File: config.mk
export PLATFORM = sky130hd
export DESIGN_NAME = uart_tx_fifo
export DESIGN_NICKNAME = d
export VERILOG_FILES = /design/src/rtl/uart_tx_fifo.sv
export SDC_FILE = /design/constraint.sdc
export NUM_CORES = 1
export LEC_CHECK = 0
export CAP_MARGIN = 5
export CORE_AREA = 2 2 109 122
export DETAILED_ROUTE_END_ITERATION = 10
export DIE_AREA = 0 0 111 124
export GPL_ROUTABILITY_DRIVEN = 0
export PLACE_DENSITY_LB_ADDON = 0.08
export SLEW_MARGIN = 15
export SYNTH_ARGS = -nofsm -noshare
export SYNTH_HDL_FRONTEND = slang
export SYNTH_SLANG_ARGS = --single-unit
export TNS_END_PERCENT = 20
File: constraint.sdc
create_clock -name tx_clk -period 2.8 [get_ports tx_clk]
set_clock_uncertainty 0.15 [all_clocks]
set_input_delay 0.7 -clock tx_clk [delete_from_list [all_inputs] [get_ports tx_clk]]
set_output_delay 0.7 -clock tx_clk [all_outputs]
set_load 0.02 [all_outputs]
File: src/rtl/uart_tx_fifo.sv
// uart_tx_fifo: circular byte FIFO feeding a UART transmitter, one launch per busy handshake.
// Bytes are launched back-to-back; a launch that never sees busy rise is dropped and flagged.
module uart_tx_fifo #(
   parameter int DATA_WIDTH = 8,
   parameter int DEPTH = 16,
   parameter int BUSY_TIMEOUT = 64,
   localparam int AW = $clog2(DEPTH)
) (
   input  logic                  tx_clk,
   input  logic                  rst,
   input  logic                  wr_en,
   input  logic [DATA_WIDTH-1:0] wr_data,
   input  logic                  flush,
   input  logic                  tx_busy,
   output logic                  tx_en,
   output logic [DATA_WIDTH-1:0] tx_data,
   output logic                  full,
   output logic                  empty,
   output logic [AW:0]           count,
   output logic                  overflow,
   output logic                  launch_err,
   output logic                  sending
);
   localparam int TW = $clog2(BUSY_TIMEOUT + 1);
   typedef enum logic [1:0] {IDLE, START, HOLD} state_t;
   state_t state, state_n;
   logic [DATA_WIDTH-1:0] mem [DEPTH];
   logic [AW:0] wr_ptr, rd_ptr, wr_n, rd_n;
   logic [TW-1:0] tmo, tmo_n;
   logic push, pop, tx_en_n, lerr_n;
   assign push = wr_en && !full && !flush;
   assign pop = (state == IDLE) && !empty && !tx_busy && !flush;
   assign wr_n = wr_ptr + {{AW{1'b0}}, push};
   assign rd_n = flush ? wr_ptr : rd_ptr + {{AW{1'b0}}, pop};
   assign count = wr_ptr - rd_ptr;
   assign sending = state != IDLE;
   always_ff @(posedge tx_clk)
      if (push) mem[wr_ptr[AW-1:0]] <= wr_data;
   always_ff @(posedge tx_clk or posedge rst)
      if (rst) begin
         wr_ptr <= '0;
         rd_ptr <= '0;
         full <= 1'b0;
         empty <= 1'b1;
         overflow <= 1'b0;
         state <= IDLE;
         tmo <= '0;
         tx_en <= 1'b0;
         launch_err <= 1'b0;
         tx_data <= '0;
      end else begin
         wr_ptr <= wr_n;
         rd_ptr <= rd_n;
         full <= (wr_n[AW] != rd_n[AW]) && (wr_n[AW-1:0] == rd_n[AW-1:0]);
         empty <= wr_n == rd_n;
         overflow <= wr_en && full;
         state <= state_n;
         tmo <= tmo_n;
         tx_en <= tx_en_n;
         launch_err <= lerr_n;
         if (pop) tx_data <= mem[rd_ptr[AW-1:0]];
      end
   always_comb begin
      state_n = state;
      tmo_n = tmo;
      tx_en_n = tx_en;
      lerr_n = 1'b0;
      case (state)
         IDLE:
            if (pop) begin
               state_n = START;
               tx_en_n = 1'b1;
               tmo_n = '0;
            end
         START:
            if (tx_busy) begin
               state_n = HOLD;
               tx_en_n = 1'b0;
            end else if (tmo == TW'(BUSY_TIMEOUT - 1)) begin
               state_n = IDLE;
               tx_en_n = 1'b0;
               lerr_n = 1'b1;
            end else tmo_n = tmo + TW'(1);
         HOLD: if (!tx_busy) state_n = IDLE;
         default: state_n = IDLE;
      endcase
   end
endmodule

==> reports/metrics.cfg, run 1 <==
[synthesis]
syn_inst = 424
synthAdderAreaFrac_pct = 2.00
ys_seq_elements = 160
syn_nets = 447
synth_edf_count = 128
synthSimpleGateAreaFrac_pct = 6.36
synth-compound-area-share_pct = 6.06
synth_area_um2 = 6630
synth-async-reset-ratio_pct = 20.0
synth_cell_types = 47
synthMuxAreaShare_pct = 10.9
ys_seq_area_share_pct = 70.1
yosys_warnings = 0
synth_area_per_cell_um2 = 15.6
yosys.area_share.xor_xnor_pct = 2.25
synth_top_family_by_area = multiplexers
synthFlopType = edfxtp_1

[floorplanning]
core_um2 = 12400
die-height_um = 124
num_rows = 43
die_area_um2 = 13800
pin_count = 32
die_x_um = 111
start_util_pct = 53.4

[timing]
tightestPinTransition_ns = 0.921
slew_violations = 0
finalCritPeriodShare_pct = 100
timing.fmax_mhz = 357
rsz0062_at_grt = yes
setup_ws_ns = -0.00503
period_needed_ns = 2.81
max_slew_margin_pct = 38.1
finalSetupViolCount = 1
finalHoldViolations = 0

[finish]
post-route-util_pct = 63.9
final_nets = 526
n_antenna_cell = 0
area_delta_synth_final_pct = 19.8
drive_above_1_share_pct = 20.4

[critical_path]
cp_max_fo = 2
regToRegEndpoint = empty
worstSetupPathType = flip-flop to output pin
end_kind = output pin
rr_worst_depth = 9
worstPathArrival_ns = 1.96
r2r_start = state[0]
slowest_delay_ns = 0.49
path_cells = ha_4, fa_2, inv_2, a21o_1, a21oi_2, xnor2_1, buf_4
worstSetupStartpointType = flip-flop
r2r_setup_slack_ns = 0.03
critPathRequiredTime_ns = 1.95
crit_slowest_cell = dfrtp_4

[outcome]
outcome = finished, violations left
violations = negative setup slack

[clock_tree]
cts_sinks = 160
htree_levels = 4
cts_buffer_depth = 2
cts_tree = built
cts.clk_slew.worst_paths_ns = 0.06
cts_made_buffers = 17
insertion_delay_ns = 0.42
root_buffer = clkbuf_16

[detailed_routing]
vias = 3848
drtIter0Drc = 310
ant_nets = 0
firstDrtPassIters = 5
drc = 0
drt_wl_total_um = 13700
wl_per_cell_um = 20.4
viasPerCell = 5.73

[worst_hold_path]
hp-class = flip-flop to flip-flop
hold_path_end = tx_en
hp-start = tx_en
min_path_cells = 1

[global_routing]
grt_pass1_vias = 3840
grt_antenna_before_repair = 0
grt_max_degree = 58
grt_pass1_wl_um = 21300
gr-total-overflow = 0
grt.total_usage_pct = 21.3

[power]
p_leak_nw = 2.95
swShare_pct = 33.6
combPwrFrac_pct = 37.8
peakVddDrop_v = 0.000923
power_density_nw_per_um2 = 1000
p_seq_share_pct = 37.7
p_sw_mw = 2.68
clkPwrFrac_pct = 24.5
power_mw = 7.97
p_int_mw = 5.29

[placement]
dpl.hpwl_um = 8770
port_buffers = 31

[flow_run]
max_cap_viol_count = 0

==> registers in the layout, indices dropped and copies added, names as in the netlist <==
name        flops
tx_data         8
state           2
full            1
wr_ptr          5
tx_en           1
launch_err      1
empty           1
rd_ptr          5
overflow        1
tmo             7
mem           128
==> worst max path at each step <==
stage	start	to	slack, ns
6_report	rd_ptr[0]	count[4]	-0.005
4_1_cts	rd_ptr[0]	count[4]	-0.07
3_5_place_dp	flush	empty	-0.51
5_1_grt	rd_ptr[0]	count[4]	-0.1
2_1_floorplan	tx_busy	empty	-0.19
3_3_place_gp	flush	empty	-0.47
==> synth_stat cells, types with 3 or more instances <==
library cell | count | area [um2]
ha_1 | 9 | 113
buf_2 | 8 | 40.0
xnor2_1 | 8 | 70.1
buf_4 | 4 | 30.0
a221oi_1 | 8 | 70.1
mux4_2 | 8 | 180
nor3_2 | 5 | 50.1
o22ai_1 | 16 | 100
nor2_1 | 24 | 90.1
dfrtp_1 | 31 | 776
a21oi_1 | 14 | 70.1
nand2_1 | 7 | 26.3
a21o_1 | 3 | 22.5
mux2i_1 | 48 | 480
xor2_1 | 9 | 78.8
mux2_2 | 4 | 45.0
o21ai_0 | 13 | 65.1
nand3_1 | 14 | 70.1
inv_1 | 14 | 52.6
clkbuf_1 | 4 | 15.0
edfxtp_1 | 128 | 3840
nor3_1 | 9 | 45.0
and2_1 | 3 | 18.8
==> per-stage QoR <==
step	setup slack (ns)	cells	setup TNS, ns	area [um2]	hold slack [ns]
after global placement	-0.471	641	-8.48	7440	0.331
after detailed placement	-0.508	641	-13.89	7440	0.341
after CTS	-0.0707	672	-0.156	7930	0.354
final	-0.00503	672	-0.00503	7950	0.353
after floorplan	-0.186	424	-0.328	6680	0.324
after global routing	-0.0985	672	-0.167	7950	0.369
==> kinds of logic (layout without fill, tap and decap cells) <==
family | Yosys count | count (layout)
mux | 61 | 61
flops | 160 | 160
compound gates | 63 | 63
xor+xnor | 17 | 17
fa+ha+maj | 10 | 10
simple gates | 79 | 79
buf+inv | 34 | 125
==> cells in the final DEF, fill, tap and decap left out, drive strengths merged, types with 3 or more instances in the layout <==
cell,instances
a21o,3
a21oi,14
a221oi,8
and2,3
buf,51
clkbuf,21
clkdlybuf4s50,25
clkinv,9
dfrtp,31
edfxtp,128
ha,9
inv,15
mux2,5
mux2i,48
mux4,8
nand2,7
nand3,14
nor2,24
nor3,14
o21ai,13
o22ai,16
xnor2,8
xor2,9
==> routing by layer <==
layer  vias up  share of wire (%)  track usage [%]  wire length, um
met1      1932                 44             28.9             6070
met2       105                 48             33.1             6630
met4         0                2.2             9.30              301
met3        21                5.2             5.30              718
li1       1790                  -                -                -
met5         -                  0                0                0
==> power by group through the flow <==
stage	logic (mW)	clock network [mW]	registers, mW
final	3.01	1.95	3.01
after global routing	3.27	2.08	3.03
after CTS	3.00	1.99	3.01
after detailed placement	3.05	0	3.05
after global placement	3.01	0	3.04
after floorplan	1.83	0	3.12
==> timing repair <==
action,CTS,global route
setup endpoints to repair,6,4
hold buffers,0,0
resized for setup,24,6
buffers inserted,0,0
pin swaps,0,5
==> final cells by class <==
cell class / instances / area, um2
well taps: 157 / 196
fillers: 924 / 4480
flip-flops and latches: 160 / 4650
multi-input cells: 230 / 1890
clock inverters: 10 / 47.5
clock buffers: 21 / 440
repair buffers: 79 / 664
inverters: 15 / 58.8
==> worst max-delay path: cells and delay by family (launching register included) <==
kind / cells / cell delay, ns
buf+inv: 2 / 0.21
xor+xnor: 1 / 0.13
fa+ha+maj: 2 / 0.52
flops: 1 / 0.49
compound gates: 2 / 0.18
(Power assumes the default switching activity.)
==> inputs of run 2 (changes only) <==
--- a/config.mk
+++ b/config.mk
@@ -5,7 +5,7 @@
 export SDC_FILE = /design/constraint.sdc
 export NUM_CORES = 1
 export LEC_CHECK = 0
-export CAP_MARGIN = 5
+export CAP_MARGIN = 25
 export CORE_AREA = 2 2 109 122
 export DETAILED_ROUTE_END_ITERATION = 10
 export DIE_AREA = 0 0 111 124
==> results of run 2 <==
No change in the layout: final DEF, timing and power equal those of run 1.
==> inputs of run 3 (changes only) <==
--- a/config.mk
+++ b/config.mk
@@ -6,9 +6,9 @@
 export NUM_CORES = 1
 export LEC_CHECK = 0
 export CAP_MARGIN = 25
-export CORE_AREA = 2 2 109 122
+export CORE_AREA = 2 2 108 121
 export DETAILED_ROUTE_END_ITERATION = 10
-export DIE_AREA = 0 0 111 124
+export DIE_AREA = 0 0 110 123
 export GPL_ROUTABILITY_DRIVEN = 0
 export PLACE_DENSITY_LB_ADDON = 0.08
 export SLEW_MARGIN = 15
==> constraint.sdc (replaced) <==
create_clock -name tx_clk -period 3.1 [get_ports tx_clk]
set_clock_uncertainty 0.15 [all_clocks]
set_input_delay 0.62 -clock tx_clk [delete_from_list [all_inputs] [get_ports tx_clk]]
set_output_delay 0.62 -clock tx_clk [all_outputs]
set_load 0.02 [all_outputs]
==> run 3 against run 2 <==
  * Global-route usage rose by 0.49 points
  * Via count fell by 0.31%
  * Non-clock buffer count fell by 13
  * Worst hold slack improved by 0.012 ns
  * Core utilization rose by 0.091 points
  * Largest cell class unchanged
  * The run now ends clean
  * Critical path depth rose by 2
  * Critical endpoint is now empty
  * Final cell count fell by 1.8%
  * Clock-buffer cell count fell by 4
  * Worst setup slack improved by 0.080 ns
  * Cell area fell by 0.72%
  * Sequential share of layout area rose by 0.38 points
==> reports/metrics.cfg, run 3 (synthesis results as in run 1) <==
[critical_path]
end_kind = flip-flop
crit_slowest_cell = or4_1
slowest_delay_ns = 0.57  ; +0.08 ns
path_buf_inv = 2  ; unchanged
cp_max_fo = 2  ; unchanged
crit_family = simple AND/OR/NAND/NOR gates
critPathRequiredTime_ns = 3.26  ; +1.31 ns
path_cells = clkdlybuf4s50_1, or4_1, inv_2, ha_1, ha_1, mux2_2, xor2_1, a311o_1, nor4b_1
worstSetupStartpointType = input pin
worstPathArrival_ns = 3.19  ; +1.23 ns
worstSetupPathType = input pin to flip-flop
path_common_cell = ha_1

[detailed_routing]
ant_nets = 0  ; unchanged
vias = 3836  ; -0.31%
drc = 0  ; unchanged
drtIter0Drc = 315  ; +1.6%
viasPerCell = 5.81  ; +1.5%
wl_per_cell_um = 20.5  ; +0.58%
firstDrtPassIters = 5  ; unchanged
drt_wl_total_um = 13600  ; -1.2%

[floorplanning]
die_area_um2 = 13500  ; -1.7%
pin_count = 32  ; unchanged
die_x_um = 110  ; -0.90%
die-height_um = 123  ; -0.81%
num_rows = 43  ; unchanged
start_util_pct = 53.8  ; +0.47 points
core_um2 = 12300  ; -0.87%

[timing]
hold_slack_ns = 0.365  ; +0.0116 ns
slew_violations = 0  ; unchanged
timing.fmax_mhz = 331
setup_tns_ns = 0  ; +0.00503 ns
finalHoldViolations = 0  ; unchanged
finalSetupViolCount = 0  ; -1
rsz0062_at_grt = yes
finalCritPeriodShare_pct = 97.6
tightestPinTransition_ns = 1.00  ; +0.0802 ns
max_slew_margin_pct = 33.3  ; -4.8 points
period_needed_ns = 3.02

[placement]
port_buffers = 31  ; unchanged
dpl.hpwl_um = 8700  ; -0.81%
dp.cells = 628  ; -2.0%

[clock_tree]
cts.clk_slew.worst_paths_ns = 0.06  ; about the same
cts_buffer_depth = 2  ; unchanged
cts_sinks = 160  ; unchanged
holdBufCountCts = 0  ; unchanged
cts_tree = built
insertion_delay_ns = 0.43  ; about the same
htree_levels = 4  ; unchanged
cts_made_buffers = 17  ; unchanged
root_buffer = clkbuf_16

[finish]
area_delta_synth_final_pct = 19.0
final_nets = 513  ; -2.5%
final_cell_mix = edfxtp_1 (128), mux2i_1 (48), buf_4 (34), dfrtp_1 (30), clkdlybuf4s50_1 (27)
drive_above_1_share_pct = 18.1  ; -2.3 points
layout_commonest_cell = edfxtp_1
largest_register_ffs = 128  ; unchanged
fin_cells = 660  ; -1.8%
n_antenna_cell = 0  ; unchanged

[global_routing]
grt_pass1_wl_um = 20500  ; -4.0%
grt.total_usage_pct = 21.8  ; +0.49 points
gr-total-overflow = 0  ; unchanged
grt_max_degree = 57  ; -1.7%
grt_pass1_vias = 3686  ; -4.0%
grt_antenna_before_repair = 0  ; unchanged

[power]
peakVddDrop_v = 0.000665  ; -28%
p_leak_nw = 2.94  ; -0.50%
power_density_nw_per_um2 = 929  ; -7.3%
power_mw = 7.33  ; -8.0%

[flow_run]
max_cap_viol_count = 0  ; unchanged

[outcome]
outcome = completed

[worst_hold_path]
hp-class = flip-flop to flip-flop

[run 3: metal layers]
layer,wire [um],track usage (%)
met5,0,0
met4,301,9.81
met3,823,5.80
met2,6690,34.8
met1,5740,27.9
[run 3: area by class of cell]
type                            instances  area [um2]
Clock inverter                         15         174
Inverter                               15        56.3
Clock buffer                           17         425
Sequential cell                       160        4650
Fill cell                             939        4430
Timing Repair Buffer                   66         566
Multi-Input combinational cell        230        1830
Tap cell                              157         196
[run 3: timing repair]
| item | CTS | global route |
|---|---|---|
| setup buffers | 0 | 0 |
| endpoints found under the setup margin | 3 | 4 |
| resized for setup | 4 | 3 |
[run 3: path summary, 6_finish.rpt]
kind | start | end | slack, ns | cells after the start
hold reg to reg | wr_ptr[4] | wr_ptr[4] | 0.36 | 1
hold / removal | wr_ptr[4] | wr_ptr[4] | 0.36 | 1
setup / recovery | flush | empty | 0.08 | 9
setup reg to reg | state[1] | empty | 0.16 | 9
min in group asynchronous | rst | tmo[0] | 0.42 | 3
max in group asynchronous | rst | empty | 2.02 | 3
[run 3: per-stage QoR]
step | utilization (%) | instance area [um2] | worst slack [ns]
after detailed placement | 59.2 | 7300 | -0.360
final | 64.0 | 7890 | 0.0751
after floorplan | - | 6630 | 0.0175
after CTS | 64.1 | 7890 | -0.00500
after global routing | 64.0 | 7890 | -0.0642
after global placement | 59.2 | 7290 | -0.275
[run 3: power breakdown]
group | total (mW) | leakage (nW) | internal (mW) | switching [mW]
Clock | 2.08 | 0.288 | 1.21 | 0.873
Combinational | 2.55 | 1.11 | 1.08 | 1.47
Sequential | 2.70 | 1.55 | 2.57 | 0.126
Total | 7.33 | 2.94 | 4.86 | 2.47
